--- src/rtl/div_scheduler_if.sv ---
`default_nettype none
// ============================================================================
// Interface : div_scheduler_if
// Brief     : Request, processor and result signals of div_scheduler.
// Revision  : 1.0
// ============================================================================
interface div_scheduler_if #(
    parameter int AMPLITUDE_DATA_SIZE = 13,
    parameter int QUOTIENT_SIZE       = 8,
    parameter int FRACTIONAL_SIZE     = 8,
    parameter int NUM_CH              = 4,
    parameter int CH_W                = 2
);
    logic [NUM_CH-1:0]                     i_req;
    logic [NUM_CH*AMPLITUDE_DATA_SIZE-1:0] i_reference;
    logic [NUM_CH*AMPLITUDE_DATA_SIZE-1:0] i_error;
    logic [NUM_CH-1:0]                     o_grant;
    logic [AMPLITUDE_DATA_SIZE-1:0]        o_proc_reference;
    logic [AMPLITUDE_DATA_SIZE-1:0]        o_proc_error;
    logic                                  o_proc_valid;
    logic [QUOTIENT_SIZE-1:0]              i_proc_quotient;
    logic [FRACTIONAL_SIZE-1:0]            i_proc_fractional;
    logic                                  o_result_valid;
    logic [CH_W-1:0]                       o_result_channel;
    logic [QUOTIENT_SIZE-1:0]              o_quotient;
    logic [FRACTIONAL_SIZE-1:0]            o_fractional;
    logic                                  o_div_by_zero;
    logic                                  o_busy;

    modport master (
        output i_req, i_reference, i_error, i_proc_quotient, i_proc_fractional,
        input  o_grant, o_proc_reference, o_proc_error, o_proc_valid,
               o_result_valid, o_result_channel, o_quotient, o_fractional,
               o_div_by_zero, o_busy
    );

    modport slave (
        input  i_req, i_reference, i_error, i_proc_quotient, i_proc_fractional,
        output o_grant, o_proc_reference, o_proc_error, o_proc_valid,
               o_result_valid, o_result_channel, o_quotient, o_fractional,
               o_div_by_zero, o_busy
    );
endinterface
`default_nettype wire

--- src/rtl/div_scheduler.sv ---
`default_nettype none
// ============================================================================
// Module    : div_scheduler
// Brief     : Round-robin sequencer sharing one divider among NUM_CH channels.
//             Optional zero-reference guard: DIV_SCHEDULER_ZERO_GUARD_EN
// Revision  : 1.0
// ============================================================================
module div_scheduler #(
    parameter int AMPLITUDE_DATA_SIZE = 13,
    parameter int QUOTIENT_SIZE       = 8,
    parameter int FRACTIONAL_SIZE     = 8,
    parameter int NUM_CH              = 4,
    parameter int CH_W                = 2,
    parameter int DIV_LATENCY         = 2
) (
    input wire              i_clock,
    input wire              i_reset,
    div_scheduler_if.slave  bus
);
    localparam int                  c_cnt_w    = (DIV_LATENCY > 1) ? $clog2(DIV_LATENCY) : 1;
    localparam logic [c_cnt_w-1:0]  c_cnt_load = c_cnt_w'(DIV_LATENCY - 1);
    localparam logic [NUM_CH-1:0]   c_one      = NUM_CH'(1);
    localparam logic [CH_W:0]       c_num_ch   = (CH_W+1)'(NUM_CH);

    typedef enum logic [1:0] {
        IDLE  = 2'd0,
        ISSUE = 2'd1,
        WAIT  = 2'd2,
        DONE  = 2'd3
    } state_t;

    state_t                         r_state;
    logic [CH_W-1:0]                r_ptr;
    logic [CH_W-1:0]                r_ch;
    logic [AMPLITUDE_DATA_SIZE-1:0] r_ref;
    logic [AMPLITUDE_DATA_SIZE-1:0] r_err;
    logic [c_cnt_w-1:0]             r_cnt;
    logic [NUM_CH-1:0]              r_grant;
    logic                           r_proc_valid;
    logic                           r_result_valid;
    logic [CH_W-1:0]                r_result_channel;
    logic [QUOTIENT_SIZE-1:0]       r_quotient;
    logic [FRACTIONAL_SIZE-1:0]     r_fractional;
    logic                           r_busy;

    logic [AMPLITUDE_DATA_SIZE-1:0] w_ref_arr [NUM_CH];
    logic [AMPLITUDE_DATA_SIZE-1:0] w_err_arr [NUM_CH];
    logic                           w_sel_found;
    logic [CH_W-1:0]                w_sel_idx;
    logic [CH_W:0]                  w_ch_sum;
    logic [AMPLITUDE_DATA_SIZE-1:0] w_sel_ref;
    logic [AMPLITUDE_DATA_SIZE-1:0] w_sel_err;

    for (genvar k = 0; k < NUM_CH; k++) begin : g_unpack
        assign w_ref_arr[k] = bus.i_reference[k*AMPLITUDE_DATA_SIZE +: AMPLITUDE_DATA_SIZE];
        assign w_err_arr[k] = bus.i_error[k*AMPLITUDE_DATA_SIZE +: AMPLITUDE_DATA_SIZE];
    end

    // Scan offsets from far to near so the requester closest to the pointer wins.
    always_comb begin
        w_sel_found = 1'b0;
        w_sel_idx   = '0;
        w_ch_sum    = '0;
        for (int off = NUM_CH - 1; off >= 0; off--) begin
            w_ch_sum = {1'b0, r_ptr} + (CH_W+1)'(off);
            if (w_ch_sum >= c_num_ch) begin
                w_ch_sum = w_ch_sum - c_num_ch;
            end
            if (bus.i_req[w_ch_sum[CH_W-1:0]]) begin
                w_sel_found = 1'b1;
                w_sel_idx   = w_ch_sum[CH_W-1:0];
            end
        end
    end

    assign w_sel_ref = w_ref_arr[w_sel_idx];
    assign w_sel_err = w_err_arr[w_sel_idx];

`ifdef DIV_SCHEDULER_ZERO_GUARD_EN
    logic r_div_by_zero;
    logic r_guard_pend;
    logic w_sel_zero;

    assign w_sel_zero        = (w_sel_ref == '0);
    assign bus.o_div_by_zero = r_div_by_zero;
`else
    assign bus.o_div_by_zero = 1'b0;
`endif

    always_ff @(posedge i_clock) begin
        if (!i_reset) begin
            r_state          <= IDLE;
            r_ptr            <= '0;
            r_ch             <= '0;
            r_ref            <= '0;
            r_err            <= '0;
            r_cnt            <= '0;
            r_grant          <= '0;
            r_proc_valid     <= 1'b0;
            r_result_valid   <= 1'b0;
            r_result_channel <= '0;
            r_quotient       <= '0;
            r_fractional     <= '0;
            r_busy           <= 1'b0;
`ifdef DIV_SCHEDULER_ZERO_GUARD_EN
            r_div_by_zero    <= 1'b0;
            r_guard_pend     <= 1'b0;
`endif
        end else begin
            r_grant        <= '0;
            r_proc_valid   <= 1'b0;
            r_result_valid <= 1'b0;
            case (r_state)
                IDLE: begin
                    if (w_sel_found) begin
                        r_ch    <= w_sel_idx;
                        r_ref   <= w_sel_ref;
                        r_err   <= w_sel_err;
                        r_grant <= c_one << w_sel_idx;
                        r_busy  <= 1'b1;
`ifdef DIV_SCHEDULER_ZERO_GUARD_EN
                        if (w_sel_zero) begin
                            r_guard_pend <= 1'b1;
                            r_state      <= DONE;
                        end else
`endif
                        begin
                            r_proc_valid <= 1'b1;
                            r_state      <= ISSUE;
                        end
                    end
                end
                ISSUE: begin
                    r_cnt   <= c_cnt_load;
                    r_state <= WAIT;
                end
                WAIT: begin
                    if (r_cnt == '0) begin
                        r_quotient       <= bus.i_proc_quotient;
                        r_fractional     <= bus.i_proc_fractional;
                        r_result_valid   <= 1'b1;
                        r_result_channel <= r_ch;
`ifdef DIV_SCHEDULER_ZERO_GUARD_EN
                        r_div_by_zero    <= 1'b0;
`endif
                        r_state          <= DONE;
                    end else begin
                        r_cnt <= r_cnt - c_cnt_w'(1);
                    end
                end
                DONE: begin
`ifdef DIV_SCHEDULER_ZERO_GUARD_EN
                    // Guarded requests spend their grant cycle here, then publish.
                    if (r_guard_pend) begin
                        r_guard_pend     <= 1'b0;
                        r_quotient       <= '1;
                        r_fractional     <= '1;
                        r_div_by_zero    <= 1'b1;
                        r_result_valid   <= 1'b1;
                        r_result_channel <= r_ch;
                    end else
`endif
                    begin
                        r_ptr   <= (r_ch == CH_W'(NUM_CH - 1)) ? '0 : r_ch + CH_W'(1);
                        r_busy  <= 1'b0;
                        r_state <= IDLE;
                    end
                end
                default: r_state <= IDLE;
            endcase
        end
    end

    assign bus.o_grant          = r_grant;
    assign bus.o_proc_reference = r_ref;
    assign bus.o_proc_error     = r_err;
    assign bus.o_proc_valid     = r_proc_valid;
    assign bus.o_result_valid   = r_result_valid;
    assign bus.o_result_channel = r_result_channel;
    assign bus.o_quotient       = r_quotient;
    assign bus.o_fractional     = r_fractional;
    assign bus.o_busy           = r_busy;
endmodule
`default_nettype wire

--- src/flat_wrapper.sv ---
// flat-port wrapper written by rule: the top's interface ports become plain ports
module div_scheduler_flat 
#(
    parameter int AMPLITUDE_DATA_SIZE = 13,
    parameter int QUOTIENT_SIZE       = 8,
    parameter int FRACTIONAL_SIZE     = 8,
    parameter int NUM_CH              = 4,
    parameter int CH_W                = 2,
    parameter int DIV_LATENCY         = 2
)
  (i_clock, i_reset, bus_i_req, bus_i_reference, bus_i_error, bus_i_proc_quotient, bus_i_proc_fractional, bus_o_grant, bus_o_proc_reference, bus_o_proc_error, bus_o_proc_valid, bus_o_result_valid, bus_o_result_channel, bus_o_quotient, bus_o_fractional, bus_o_div_by_zero, bus_o_busy);
  div_scheduler_if #(.AMPLITUDE_DATA_SIZE(AMPLITUDE_DATA_SIZE), .QUOTIENT_SIZE(QUOTIENT_SIZE), .FRACTIONAL_SIZE(FRACTIONAL_SIZE), .NUM_CH(NUM_CH), .CH_W(CH_W)) bus_i ();
  input wire i_clock;
  input wire i_reset;
  input wire logic [$bits(bus_i.i_req)-1:0] bus_i_req;
  input wire logic [$bits(bus_i.i_reference)-1:0] bus_i_reference;
  input wire logic [$bits(bus_i.i_error)-1:0] bus_i_error;
  input wire logic [$bits(bus_i.i_proc_quotient)-1:0] bus_i_proc_quotient;
  input wire logic [$bits(bus_i.i_proc_fractional)-1:0] bus_i_proc_fractional;
  output wire logic [$bits(bus_i.o_grant)-1:0] bus_o_grant;
  output wire logic [$bits(bus_i.o_proc_reference)-1:0] bus_o_proc_reference;
  output wire logic [$bits(bus_i.o_proc_error)-1:0] bus_o_proc_error;
  output wire logic [$bits(bus_i.o_proc_valid)-1:0] bus_o_proc_valid;
  output wire logic [$bits(bus_i.o_result_valid)-1:0] bus_o_result_valid;
  output wire logic [$bits(bus_i.o_result_channel)-1:0] bus_o_result_channel;
  output wire logic [$bits(bus_i.o_quotient)-1:0] bus_o_quotient;
  output wire logic [$bits(bus_i.o_fractional)-1:0] bus_o_fractional;
  output wire logic [$bits(bus_i.o_div_by_zero)-1:0] bus_o_div_by_zero;
  output wire logic [$bits(bus_i.o_busy)-1:0] bus_o_busy;
  assign bus_i.i_req = bus_i_req;
  assign bus_i.i_reference = bus_i_reference;
  assign bus_i.i_error = bus_i_error;
  assign bus_i.i_proc_quotient = bus_i_proc_quotient;
  assign bus_i.i_proc_fractional = bus_i_proc_fractional;
  assign bus_o_grant = bus_i.o_grant;
  assign bus_o_proc_reference = bus_i.o_proc_reference;
  assign bus_o_proc_error = bus_i.o_proc_error;
  assign bus_o_proc_valid = bus_i.o_proc_valid;
  assign bus_o_result_valid = bus_i.o_result_valid;
  assign bus_o_result_channel = bus_i.o_result_channel;
  assign bus_o_quotient = bus_i.o_quotient;
  assign bus_o_fractional = bus_i.o_fractional;
  assign bus_o_div_by_zero = bus_i.o_div_by_zero;
  assign bus_o_busy = bus_i.o_busy;
  div_scheduler #(.AMPLITUDE_DATA_SIZE(AMPLITUDE_DATA_SIZE), .QUOTIENT_SIZE(QUOTIENT_SIZE), .FRACTIONAL_SIZE(FRACTIONAL_SIZE), .NUM_CH(NUM_CH), .CH_W(CH_W), .DIV_LATENCY(DIV_LATENCY)) u_core (.i_clock(i_clock), .i_reset(i_reset), .bus(bus_i));
endmodule
--- config.mk ---
export PLATFORM = sky130hd
export DESIGN_NAME = div_scheduler_flat
export DESIGN_NICKNAME = d
export VERILOG_FILES = /design/src/rtl/div_scheduler_if.sv /design/src/rtl/div_scheduler.sv /design/src/flat_wrapper.sv
export SDC_FILE = /design/constraint.sdc
export NUM_CORES = 1
export LEC_CHECK = 0
export ABC_AREA = 1
export CAP_MARGIN = 20
export CORE_MARGIN = 5
export CORE_UTILIZATION = 35
export DETAILED_ROUTE_END_ITERATION = 8
export GPL_ROUTABILITY_DRIVEN = 0
export GPL_TIMING_DRIVEN = 0
export HOLD_SLACK_MARGIN = 0.05
export PLACE_DENSITY = 0.77
export SYNTH_ARGS = -nofsm -noshare
export SYNTH_HDL_FRONTEND = slang
export SYNTH_SLANG_ARGS = --single-unit
--- constraint.sdc ---
create_clock -name i_clock -period 1.6 [get_ports i_clock]
set_input_delay 0.32 -clock i_clock [delete_from_list [all_inputs] [get_ports i_clock]]
set_output_delay 0.32 -clock i_clock [all_outputs]
set_load 0.02 [all_outputs]
==> qor.txt, run 1 <==
Status -> finished with violations
Failing checks -> setup timing
Pwr dens -> 1580 nW/um^2
CP bufs+invs -> 4
Slowest stage cell, crit path -> dfxtp_4
Most used DFF post-synth -> dfxtp_1
CP required -> 1.82 ns
Routed len/inst -> 18.4 um
Buffers on Ports -> 175
DRC viols -> 0
Root Driver -> clkbuf_8
Max Fanout on Critical Path -> 5
Antenna violations before repair -> 0
Die area -> 10900 um^2
Drt pass-1 iters -> 5
Starting Density -> 35.9%
Placed cell count -> 757
Synth Area in Adders -> 2.00%
Simple-gate share of the synthesized area -> 46.4%
Critical path, cell by cell -> buf_12, nand2_4, nand3_2, nand2_1, inv_2, nand2_4, nand2_4, nand2_4, buf_12, buf_8, nand2_1, nand3_1, nand3_1, nand2_1
Vias per cell -> 5.34
Final Net Count -> 821
Unrepaired setup endpoints after global routing -> true
TritonCTS buffer count -> 9
Nature of the critical path startpoint -> flip-flop
CTS Buffer Depth -> 2
Hold path depth -> 2
Crit-path max cell delay -> 0.39 ns
Post-route ant nets -> 0
CP top delay family -> simple AND/OR/NAND/NOR gates
Largest family of logic cells by synthesized area -> simple AND/OR/NAND/NOR gates
Max-cap violation count -> 0
Post-DP HPWL -> 9820 um
Clk_lat worst skew -> 0.34 ns
Final-layout fill cell count -> 732
Worst path depth -> 14
Max-slew headroom -> 64.7%
Setup TNS -> -5.94 ns
Hold_ws -> 0.467 ns
FMAX -> 0.549 GHz
Fin crit period -> 1.82 ns
Period utilization -> 114%
Cell count after synthesis -> 474
# rows -> 34
Crit path kind -> flip-flop to flip-flop
LEAKAGE -> 3.00 nW
Layout Utilization -> 71.9%
Clock tree sinks -> 58
Post-Syn Area -> 3130 um^2
Placed cell area -> 5040 um^2
Chip Height -> 105 um
Worst r2r path cells -> 14
Core Box Area -> 8720 um^2
Tot Pwr -> 9.90 mW
Post-synthesis mux area share -> 0%
Die width -> 105 um
Final Setup Violations -> 35
Crit path capture type -> flip-flop
Diodes inserted -> 0
Post-synth EDFFs -> 0
Synth Area in Compound Gates -> 5.20%
GR Util All Layers -> 23.6%
Synth async-reset ratio -> 0%
Final Cell Area -> 6270 um^2
Post-Layout Cell Count -> 803
Slew Limit Fails -> 0
Most used cell along the critical path -> nand2_4
Layout cells sized above 1 -> 29.4%
Clock transition at path regs -> 0.08 ns
Post-synthesis register bit count -> 58
Syn avg cell area -> 6.60 um^2
YS warnings -> 0
Worst slew pin tran -> 0.529 ns
Pre-CTS setup slack -> -0.865 ns
# IOs -> 178
Min-Delay Path Class -> flip-flop to flip-flop
Syn nets -> 605
Crit path setup slack, layout -> -0.221 ns
DRT Wirelength -> 14800 um
First-pass GRT wire length -> 21300 um
CTS tree -> done
Largest net degree at the start of global routing -> 20
Clk_skew -> 0.0141 ns
Sequential area share after synthesis -> 37.1%
Worst vdd ir -> 844 uV
XOR/XNOR Fraction of Synth Area -> 0.280%
Post-CTS Hold Fix Bufs -> 0
Number of global-route vias before repair -> 4330
Final Hold Fails -> 0
Synth cell types -> 23
Overflow after GRT -> 0
CP arrival -> 2.04 ns
Synth-to-layout area growth -> 100%
H-tree level count -> 3
Vias -> 4289
1st-iter DRT viols -> 195
cell usage after synthesis, types with 2 or more instances:
| cell type | count | area (um^2) |
|---|---|---|
| nand3_1 | 164 | 821 |
| nand2_1 | 108 | 405 |
| dfxtp_1 | 58 | 1160 |
| nor2_1 | 44 | 165 |
| o21ai_0 | 21 | 105 |
| inv_1 | 17 | 63.8 |
| buf_2 | 15 | 75.1 |
| clkbuf_1 | 8 | 30.0 |
| a21oi_1 | 6 | 30.0 |
| buf_1 | 5 | 18.8 |
| buf_6 | 5 | 56.3 |
| ha_1 | 5 | 62.6 |
| buf_4 | 4 | 30.0 |
| nand3_2 | 3 | 30.0 |
| nand2_2 | 2 | 12.5 |
| o21ai_1 | 2 | 10.0 |
what timing repair did:
| action | 4_1_cts | 5_1_grt |
|---|---|---|
| setup endpoints to repair | 92 | 55 |
| resized for setup | 167 | 100 |
| hold endpoints to repair | 0 | 0 |
| cloned | 4 | 5 |
| buffers inserted | 19 | 6 |
| pin swaps | 25 | 17 |
tightest hold or removal path: stages, from the launching register on:
cell	delay (ns)
dfxtp_1	0.31
nand3_1	0.07
nand2_1	0.05
final cells by class:
| cell class | count | area, um^2 | share of cell area, % |
|---|---|---|---|
| flip-flops and latches | 58 | 1170 | 18.6 |
| plain buffers | 34 | 370 | 5.91 |
| repair inverters | 1 | 6.26 | 0.0998 |
| inverters | 18 | 77.6 | 1.24 |
| multi-input cells | 362 | 2300 | 36.7 |
| repair buffers | 206 | 2030 | 32.4 |
| well taps | 108 | 135 | 2.16 |
| clock buffers | 11 | 141 | 2.26 |
| clock inverters | 5 | 38.8 | 0.619 |
state kept, by name, summed over array words and instances, names as in the netlist, 2 cells and up:
signal and flops:
u_core.bus.o_grant 4, u_core.bus.o_proc_reference 13, u_core.r_ptr 2, u_core.bus.o_proc_error 13, u_core.bus.o_result_channel 2, u_core.r_state 2, u_core.bus.o_fractional 8, u_core.r_ch 2
u_core.bus.o_quotient 8
per-layer routing:
| layer | vias up | share of wire [%] | track usage [%] |
|---|---|---|---|
| met5 | - | 0 | 0 |
| met3 | 36 | 8.6 | 8.32 |
| met4 | 0 | 2.9 | 9.62 |
| met2 | 191 | 53 | 42.3 |
| met1 | 2041 | 36 | 25.2 |
| li1 | 2021 | - | - |
cell usage in the layout (no fill, tap or decap), types with 14 or more instances in the layout:
cell type	instances
nand2_1	65
nand3_2	58
o21ai_0	21
nand2_4	14
nand2_2	30
nor2_1	42
buf_4	23
nand3_1	104
dfxtp_1	56
clkdlybuf4s50_1	122
buf_6	22
dlygate4sd2_1	49
final timing paths:
check                                    endpoint  slack, ns                      startpoint
setup / recovery  u_core.bus.o_proc_reference[11]      -0.22                 u_core.r_ptr[0]
hold / removal     u_core.bus.o_proc_reference[7]       0.47  u_core.bus.o_proc_reference[7]
setup reg to reg  u_core.bus.o_proc_reference[11]      -0.22                 u_core.r_ptr[0]
hold reg to reg    u_core.bus.o_proc_reference[7]       0.47  u_core.bus.o_proc_reference[7]
cells by family after synthesis:
group | after synthesis
and+or+nand+nor | 323
other | 1
xor gates and xnor gates | 1
DFF | 58
adders and majority gates | 5
AOI/OAI and AO/OA | 31
buffers and inverters | 55
where the power goes:
group / switching [mW] / leakage, nW / internal (mW)
logic: 3.56 / 2.44 / 2.75
registers: 0.315 / 0.478 / 2.01
clock network: 0.654 / 0.0782 / 0.610
total: 4.53 / 3.00 / 5.38
Note: power is estimated with default switching activity, not from simulation.
==> inputs of run 2 (changes only) <==
- PLACE_DENSITY: 0.77 -> 0.83
==> qor.txt, run 2 (same netlist as run 1, synthesis figures left out) <==
P_int -> 5.64 mW (+5.0%)
CTS tree -> done
Failing checks -> setup timing
Clk_skew -> 0.0104 ns (-0.00366 ns)
Chip Height -> 105 um (unchanged)
Commonest non-fill, non-tap cells in the layout -> clkdlybuf4s50_1 (122), nand3_1 (84), nand3_2 (77)
Nature of the critical path startpoint -> flip-flop
Power share of the sequential group -> 22.5% (-1.0 points)
Switching portion of total power -> 45.5% (-0.23 points)
Antenna violations before repair -> 0 (unchanged)
Reg2Reg Launch Point -> u_core.r_ptr[0]
Slew Limit Fails -> 0 (unchanged)
Commonest non-fill, non-tap cell in the layout -> clkdlybuf4s50_1
First-pass GRT wire length -> 21300 um (+0.35%)
Starting Density -> 35.9% (unchanged)
Worst vdd ir -> 902 uV (+6.9%)
Hold path depth -> 2 (unchanged)
1st-iter DRT viols -> 214 (+9.7%)
Worst slew pin tran -> 0.570 ns (+0.0413 ns)
Gate power share -> 65.8% (+2.1 points)
Synth-to-layout area growth -> 111%
CP required -> 1.83 ns (about the same)
Clock power share -> 11.7% (-1.1 points)
Switching power -> 4.71 mW (+4.0%)
Hold Path End -> u_core.bus.o_proc_error[5]
Vias per cell -> 5.24 (-1.9%)
Worst r2r path cells -> 14 (unchanged)
Post-route ant nets -> 0 (unchanged)
Crit path kind -> flip-flop to flip-flop
Diodes inserted -> 0 (unchanged)
Die width -> 105 um (unchanged)
Reg2reg end -> u_core.bus.o_proc_reference[6]
Clock transition at path regs -> 0.07 ns (about the same)
Fin crit period -> 1.82 ns (-0.00332 ns)
CTS Buffer Depth -> 2 (unchanged)
Max Fanout on Critical Path -> 6 (+1)
Core Box Area -> 8720 um^2 (unchanged)
Max-slew headroom -> 62.0% (-2.8 points)
Setup TNS -> -6.39 ns (-0.450 ns)
H-tree level count -> 3 (unchanged)
Post-Layout Cell Count -> 804 (+0.12%)
DRT Wirelength -> 14800 um (+0.44%)
Vias -> 4211 (-1.8%)
Final-layout fill cell count -> 646 (-12%)
Largest net degree at the start of global routing -> 11 (-45%)
Final Net Count -> 822 (+0.12%)
Post-CTS Hold Fix Bufs -> 0 (unchanged)
# rows -> 34 (unchanged)
Max-cap violation count -> 0 (unchanged)
Number of global-route vias before repair -> 4255 (-1.7%)
Placed cell count -> 757 (unchanged)
Clk_lat worst skew -> 0.34 ns (about the same)
Layout Utilization -> 75.6% (+3.7 points)
Min-delay src -> u_core.bus.o_proc_error[5]
Final Hold Fails -> 0 (unchanged)
Clock tree sinks -> 58 (unchanged)
Post-DP HPWL -> 9480 um (-3.5%)
Tot Pwr -> 10.4 mW (+4.6%)
DRC viols -> 0 (unchanged)
CP arrival -> 2.05 ns (about the same)
Status -> finished with violations
Period utilization -> 114% (-0.21 points)
Unrepaired setup endpoints after global routing -> true
TritonCTS buffer count -> 9 (unchanged)
Crit path setup slack, layout -> -0.217 ns (+0.00332 ns)
Hold_ws -> 0.461 ns (-0.00600 ns)
# IOs -> 178 (unchanged)
Crit path capture type -> flip-flop
Drt pass-1 iters -> 4 (-1)
Layout cells sized above 1 -> 33.9% (+4.6 points)
LEAKAGE -> 3.26 nW (+8.9%)
Die area -> 10900 um^2 (unchanged)
Worst reg2reg setup slack -> -0.22 ns (about the same)
FMAX -> 0.550 GHz (+0.18%)
Buffers on Ports -> 175 (unchanged)
Pwr dens -> 1570 nW/um^2 (-0.55%)
Routed len/inst -> 18.5 um (+0.32%)
GR Util All Layers -> 23.7% (+0.096 points)
Overflow after GRT -> 0 (unchanged)
Min-Delay Path Class -> flip-flop to flip-flop
Root Driver -> clkbuf_8
Final Setup Violations -> 36 (+2.9%)
==> run 2: timing repair <==
item	CTS	global route
setup buffers	19	7
setup endpoints to repair	91	52
pin swaps	35	43
resized for setup	191	126
cloned	4	4
==> run 2: worst max-delay path, cell delays in order (launching register included) <==
cell,delay [ns]
dfxtp_4,0.39
buf_8,0.14
nand2_4,0.06
o21ai_4,0.07
nand2_2,0.11
nand3_4,0.11
nand2_4,0.06
nand2_4,0.11
nand2_4,0.08
buf_12,0.15
clkbuf_16,0.17
nand2_4,0.05
nand3_2,0.08
nand3_2,0.09
nand2_1,0.05
==> run 2: final cells by class <==
cell class / instances / area (um^2) / area share [%]
repair buffers: 208 / 2130 / 32.4
clock buffers: 11 / 141 / 2.14
flip-flops and latches: 58 / 1170 / 17.7
inverters: 18 / 77.6 / 1.18
well taps: 108 / 135 / 2.05
plain buffers: 35 / 377 / 5.71
clock inverters: 5 / 30.0 / 0.455
multi-input cells: 361 / 2530 / 38.4
==> run 2: worst max-delay path by stage <==
| stage | startpoint | to |
|---|---|---|
| after floorplan | u_core.r_ptr[1] | u_core.bus.o_proc_reference[4] |
| after global placement | bus_i_req[1] | u_core.bus.o_proc_reference[3] |
| after detailed placement | bus_i_req[1] | u_core.bus.o_proc_reference[3] |
| after CTS | u_core.r_ptr[0] | u_core.bus.o_proc_reference[5] |
| after global routing | u_core.r_ptr[0] | u_core.r_state[1] |
| final | u_core.r_ptr[0] | u_core.bus.o_proc_reference[6] |
==> run 2: metal layers <==
layer | track usage [%] | up-vias | share of wire, %
li1 | - | 2026 | -
met1 | 26.8 | 1964 | 38
met2 | 41.5 | 176 | 51
met3 | 6.97 | 45 | 7.2
met4 | 9.99 | 0 | 3.7
met5 | 0 | - | 0
==> run 2: per-stage QoR <==
stage	setup slack [ns]	instance area, um^2
after floorplan	0.00176	3150
after global placement	-0.849	5040
after detailed placement	-0.865	5040
after CTS	-0.140	5920
after global routing	-0.338	6590
final	-0.217	6590
==> run 2: power by group through the flow <==
stage                     logic, mW  clock network, mW  registers [mW]
after floorplan                2.16                  0            2.92
after global placement         4.71                  0            2.31
after detailed placement       4.80                  0            2.33
after CTS                      5.70               1.21            2.31
after global routing           7.24               1.28            2.39
final                          6.82               1.21            2.33
